--- config.mk ---
export PLATFORM = sky130hd
export DESIGN_NAME = strike_detector
export DESIGN_NICKNAME = d
export VERILOG_FILES = /design/src/rtl/strike_detector.sv
export SDC_FILE = /design/constraint.sdc
export NUM_CORES = 1
export LEC_CHECK = 0
export CAP_MARGIN = 20
export CORE_MARGIN = 4
export CORE_UTILIZATION = 30
export DETAILED_ROUTE_END_ITERATION = 10
export SLEW_MARGIN = 20
export SYNTH_ARGS = -nofsm -noshare
export SYNTH_HDL_FRONTEND = slang
export SYNTH_SLANG_ARGS = --single-unit
--- constraint.sdc ---
create_clock -name clk -period 5.08 [get_ports clk]
set_input_delay 0.508 -clock clk [delete_from_list [all_inputs] [get_ports clk]]
set_output_delay 0.508 -clock clk [all_outputs]
set_load 0.01 [all_outputs]
--- src/rtl/strike_detector.sv ---
// ---------------------------------------------------------------------------
// strike_detector
//
// Tracks the lowest-cost candidate seen during a search. Each accepted
// candidate either improves the best cost (improve_flag pulse) or counts as
// a strike (strike_flag pulse). An equal cost is a strike. The strike flags
// feed an external counter whose value comes back on strike_count. Once that
// count reaches STRIKE_LIMIT the search terminates and done is raised. A new
// start clears the search record and begins again from any state.
//
// Ports
//   clk           in   clock, rising edge
//   rst           in   synchronous reset, active high
//   start         in   one-cycle request to begin or restart a search
//   cost_in       in   candidate cost, unsigned, COST_W bits
//   cost_valid    in   cost_in is valid this cycle
//   cost_ready    out  candidate is accepted this cycle (combinational)
//   strike_count  in   strike total fed back from the downstream counter
//   strike_flag   out  registered pulse: accepted candidate did not improve
//   improve_flag  out  registered pulse: accepted candidate is the new best
//   best_cost     out  lowest cost accepted since the last start
//   best_valid    out  best_cost holds at least one accepted candidate
//   cand_count    out  candidates accepted since the last start, sat. at 255
//   done          out  search terminated on the strike limit
// ---------------------------------------------------------------------------
module strike_detector #(
    parameter int          COST_W       = 16,
    parameter logic [3:0]  STRIKE_LIMIT = 4'd8
) (
    input  logic              clk,
    input  logic              rst,
    input  logic              start,
    input  logic [COST_W-1:0] cost_in,
    input  logic              cost_valid,
    output logic              cost_ready,
    input  logic [3:0]        strike_count,
    output logic              strike_flag,
    output logic              improve_flag,
    output logic [COST_W-1:0] best_cost,
    output logic              best_valid,
    output logic [7:0]        cand_count,
    output logic              done
);

    typedef enum logic [1:0] {
        IDLE = 2'd0,
        RUN  = 2'd1,
        DONE = 2'd2
    } stateT;

    stateT             state_q, state_d;
    logic [COST_W-1:0] bestCost_q, bestCost_d;
    logic              bestValid_q, bestValid_d;
    logic [7:0]        candCount_q, candCount_d;
    logic              strikeFlag_q, strikeFlag_d;
    logic              improveFlag_q, improveFlag_d;
    logic              done_q, done_d;
    logic              accept;
    logic              improves;

    // A start in the same cycle always wins over a candidate, so the source
    // sees ready low and must hold its data for a later cycle.
    assign cost_ready = (state_q == RUN) & ~start;
    assign accept     = cost_valid & cost_ready;

    // The very first candidate of a search is always the best so far.
    assign improves   = ~bestValid_q | (cost_in < bestCost_q);

    // Next-state and next-output computation. Flags default low so they can
    // only pulse in the cycle right after an acceptance.
    always_comb begin
        state_d       = state_q;
        bestCost_d    = bestCost_q;
        bestValid_d   = bestValid_q;
        candCount_d   = candCount_q;
        strikeFlag_d  = 1'b0;
        improveFlag_d = 1'b0;
        done_d        = done_q;

        if (start) begin
            bestCost_d  = '0;
            bestValid_d = 1'b0;
            candCount_d = 8'd0;
            done_d      = 1'b0;
            case (state_q)
                IDLE, RUN, DONE: state_d = RUN;
                default:         state_d = IDLE;
            endcase
        end else begin
            case (state_q)
                IDLE: state_d = IDLE;
                RUN: begin
                    // A candidate arriving in the same cycle as the limit is
                    // still evaluated and still pulses its flag.
                    if (accept) begin
                        if (candCount_q != 8'hFF) begin
                            candCount_d = candCount_q + 8'd1;
                        end
                        if (improves) begin
                            bestCost_d    = cost_in;
                            bestValid_d   = 1'b1;
                            improveFlag_d = 1'b1;
                        end else begin
                            strikeFlag_d  = 1'b1;
                        end
                    end
                    if (strike_count >= STRIKE_LIMIT) begin
                        state_d = DONE;
                        done_d  = 1'b1;
                    end
                end
                DONE:    state_d = DONE;
                default: state_d = IDLE;
            endcase
        end
    end

    // State register. Reset clears everything and overrides start and any
    // candidate presented in the same cycle.
    always_ff @(posedge clk) begin
        if (rst) begin
            state_q       <= IDLE;
            bestCost_q    <= '0;
            bestValid_q   <= 1'b0;
            candCount_q   <= 8'd0;
            strikeFlag_q  <= 1'b0;
            improveFlag_q <= 1'b0;
            done_q        <= 1'b0;
        end else begin
            state_q       <= state_d;
            bestCost_q    <= bestCost_d;
            bestValid_q   <= bestValid_d;
            candCount_q   <= candCount_d;
            strikeFlag_q  <= strikeFlag_d;
            improveFlag_q <= improveFlag_d;
            done_q        <= done_d;
        end
    end

    assign strike_flag  = strikeFlag_q;
    assign improve_flag = improveFlag_q;
    assign best_cost    = bestCost_q;
    assign best_valid   = bestValid_q;
    assign cand_count   = candCount_q;
    assign done         = done_q;

endmodule

==> impl_metrics.csv <==
group,metric,value,unit
outcome,status,"finished clean",
grt,grt_max_degree,34,
floorplan,die_width,83.4,microns
timing,maxSlewHeadroom,71.2,%
worst_setup_path,cp.required,5.29,ns
worst_setup_path,end_kind,"register",
place,gp_congestion,0.709,
logic_synthesis,syn_avg_cell_area,8.98,sq um
drt,wl,3500,microns
worst_setup_path,crit_slowest_cell,"clkdlybuf4s50_1",
floorplan,start_util,31.0,%
logic_synthesis,ys_seq_area_share,35.2,%
drt,vias,1392,
floorplan,core-area,0.00551,sq mm
timing,finalSetupViolCount,0,
grt,antenna_found_initial,0,
cts,path_clk_slew,0.07,ns
worst_setup_path,rr_startpoint,"best_cost[13]",
worst_setup_path,cp_cell_sequence,"clkdlybuf4s50_1, ha_1, a21oi_1, o21ai_2, a2111oi_4, o41ai_4, nand2_4, mux2i_1",
worst_setup_path,cp.depth,8,
flow_run,max-cap-violations,0,
timing,setup_ws,2.66,ns
cells_and_area,drive_gt1_share,8.64,%
floorplan,die_y,83.4,microns
cells_and_area,diodes,0,
logic_synthesis,netlist_instances,190,
timing,fin_worst_skew,0.00620,ns
timing,tightest_slew,0.427,ns
timing,rsz0062_at_grt,"false",
drt,avgViaCountPerCell,4.42,
drt,drc,0,
logic_synthesis,synth.area.top_cells,"dfxtp_1, ha_1, mux2i_1",
worst_setup_path,path_buf_inv,1,
cells_and_area,nFillCells,531,
grt,grt_util_met1,12.5,%
place,pre_cts_slack,2.34,ns
worst_setup_path,crit_path_end,"best_cost[1]",
cells_and_area,multi_input_area,0.00100,sq mm
cells_and_area,instances_no_fill,315,
cts,insertion_delay,0.28,ns
timing,fmax,0.413,GHz
cts,post_cts_buffers,0,
drt,drt_iter0_markers,28,
grt,grt_overflow,0,
timing,hold_viol,0,
worst_setup_path,crit_type,"primary input to register",
worst_setup_path,worstRegToRegCells,8,
cells_and_area,mostFrequentLayoutCells,"clkdlybuf4s50_1, nand2_1, dfxtp_1",
grt,grt_first_pass_wirelength,6070,microns
timing,drv_slew,0,
power_and_ir_drop,leakagePower,0.000839,uW
grt,top_usage_layer,"met2",
cells_and_area,seqCellArea,601,sq um
logic_synthesis,ys_ff_latch,30,
grt,first_global_vias,1362,
logic_synthesis,synth_nets,232,
cells_and_area,area_delta_synth_final,38.8,%
worst_setup_path,r2r_setup_slack,2.96,ns
grt,grtUsageMet3,3.97,%
drt,routedWlPerCell,11.1,microns
place,hpwlAfterDp,2630,microns
drt,ant_nets,0,
power_and_ir_drop,ir_drop,0.126,mV
drt,drt_pass1_iterations,4,
cts,cts.sinks,30,
hold_path,min_path_type,"register to register",
hold_path,hold_depth,2,
worst_setup_path,cp_max_fo,16,
grt,grt_use_met2,17.5,%
worst_setup_path,cp.arrival,2.63,ns
timing,tns,0,ns
timing,min_period,2.42,ns
worst_setup_path,startpoint_type,"primary input",
logic_synthesis,yosysWarnings,0,
cells_and_area,final_common_cell,"clkdlybuf4s50_1",
cts,ctsHoldBuffers,0,
worst_setup_path,path_delay_family,"compound AO/OA/AOI/OAI gates",
cts,h-tree-depth,2,
place,dp_cells,307,
cts,clockRootBuffer,"clkbuf_8",
timing,min_period_over_period,47.7,%
grt,grt_usage,10.5,%
floorplan,fp-row-count,27,
logic_synthesis,synth_area,0.00171,sq mm
cts,cts_resized,0,
worst_setup_path,crit_path_start,"cost_in[9]",
cts,cts_buffers,5,
power_and_ir_drop,power_density,229,mW/mm^2
floorplan,pin_count,53,
cells_and_area,num-nets-final,284,
worst_setup_path,timing.rr.end,"best_cost[1]",
logic_synthesis,synthDistinctLibCells,34,
timing,hold_ws,0.474,ns
logic_synthesis,yosysTopAreaCell,"dfxtp_1",
cts,cts_tree,"built",
cts,clockBufferDepth,2,
logic_synthesis,yosysTopAreaCellShare,35.2,%
floorplan,dieArea,0.00695,sq mm
place,io_buffers,49,
worst_setup_path,max_stage_delay,0.44,ns
-- layout make-up --
type | instances | area share (%)
tap | 72 | 3.81
timing repair buffer | 50 | 21.0
multi-input combinational | 136 | 42.3
clock inverter | 1 | 1.27
sequential | 30 | 25.4
clock buffer | 7 | 3.22
inverter | 19 | 3.01
-- synthesized netlist by cell type --
master / instances
nand2_1: 39
dfxtp_1: 30
inv_1: 19
ha_1: 18
mux2i_1: 17
nor2_1: 12
a21oi_1: 10
clkbuf_1: 4
nand4_1: 4
o21ai_0: 4
xor2_1: 4
nand2b_1: 3
a211oi_1: 2
and3_1: 2
or2_2: 2
or3_1: 2
a2111oi_4: 1
a211o_1: 1
a21o_1: 1
a21oi_2: 1
a31oi_1: 1
a31oi_4: 1
buf_12: 1
nand2_2: 1
nand2_4: 1
nand4_2: 1
nor2b_4: 1
nor3b_1: 1
o21ai_1: 1
o21ai_2: 1
o221a_4: 1
o41ai_4: 1
or4_2: 1
xnor2_1: 1
-- tightest hold or removal path, cell delays in order, from the launching register on --
cell and delay (ns):
dfxtp_1 0.32, nand2_1 0.05, mux2i_1 0.05
-- flip-flops by register name, summed over array words and instances, names as in the netlist --
register and cells:
best_cost 16, best_valid 1, cand_count 8, done 1, improve_flag 1, state_q 2, strike_flag 1
-- cells by family after synthesis --
logic type	Yosys count	share of synthesized area (%)
xor+xnor	5	2.57
mux	17	9.98
simple gates	70	19.5
compound gates	26	13.3
fa+ha+maj	18	13.2
buf+inv	24	6.24
flops	30	35.2
-- report_power, final --
| group | leakage [uW] | switching, uW | total (uW) | internal (uW) |
|---|---|---|---|---|
| clock network | 0.0000524 | 87.9 | 235 | 147 |
| registers | 0.000242 | 2.36 | 241 | 238 |
| logic | 0.000544 | 32.5 | 67.9 | 35.5 |
-- how the worst min path moves through the flow --
stage             startpoint            end  slack (ns)
2_1_floorplan     best_valid    strike_flag        0.48
3_3_place_gp   best_cost[10]  best_cost[10]        0.46
3_5_place_dp      best_valid    strike_flag        0.46
4_1_cts        best_cost[11]  best_cost[11]        0.47
5_1_grt        best_cost[11]  best_cost[11]        0.49
6_report       best_cost[11]  best_cost[11]        0.47
-- stage by stage --
stage	utilization, %	power, uW	cell area [sq um]
2_1_floorplan	-	285	1710
3_3_place_gp	41.1	314	2260
3_5_place_dp	41.1	315	2260
4_1_cts	43.0	556	2370
5_1_grt	43.0	572	2370
6_report	43.0	543	2370
-- routing by layer --
metal  part of all wire [%]  up-vias
met2                     46       32
met1                     47      612
met3                    6.7        2
li1                       -      746
met5                      0        -
met4                   0.54        0
Note: power is estimated with default switching activity, not from simulation.
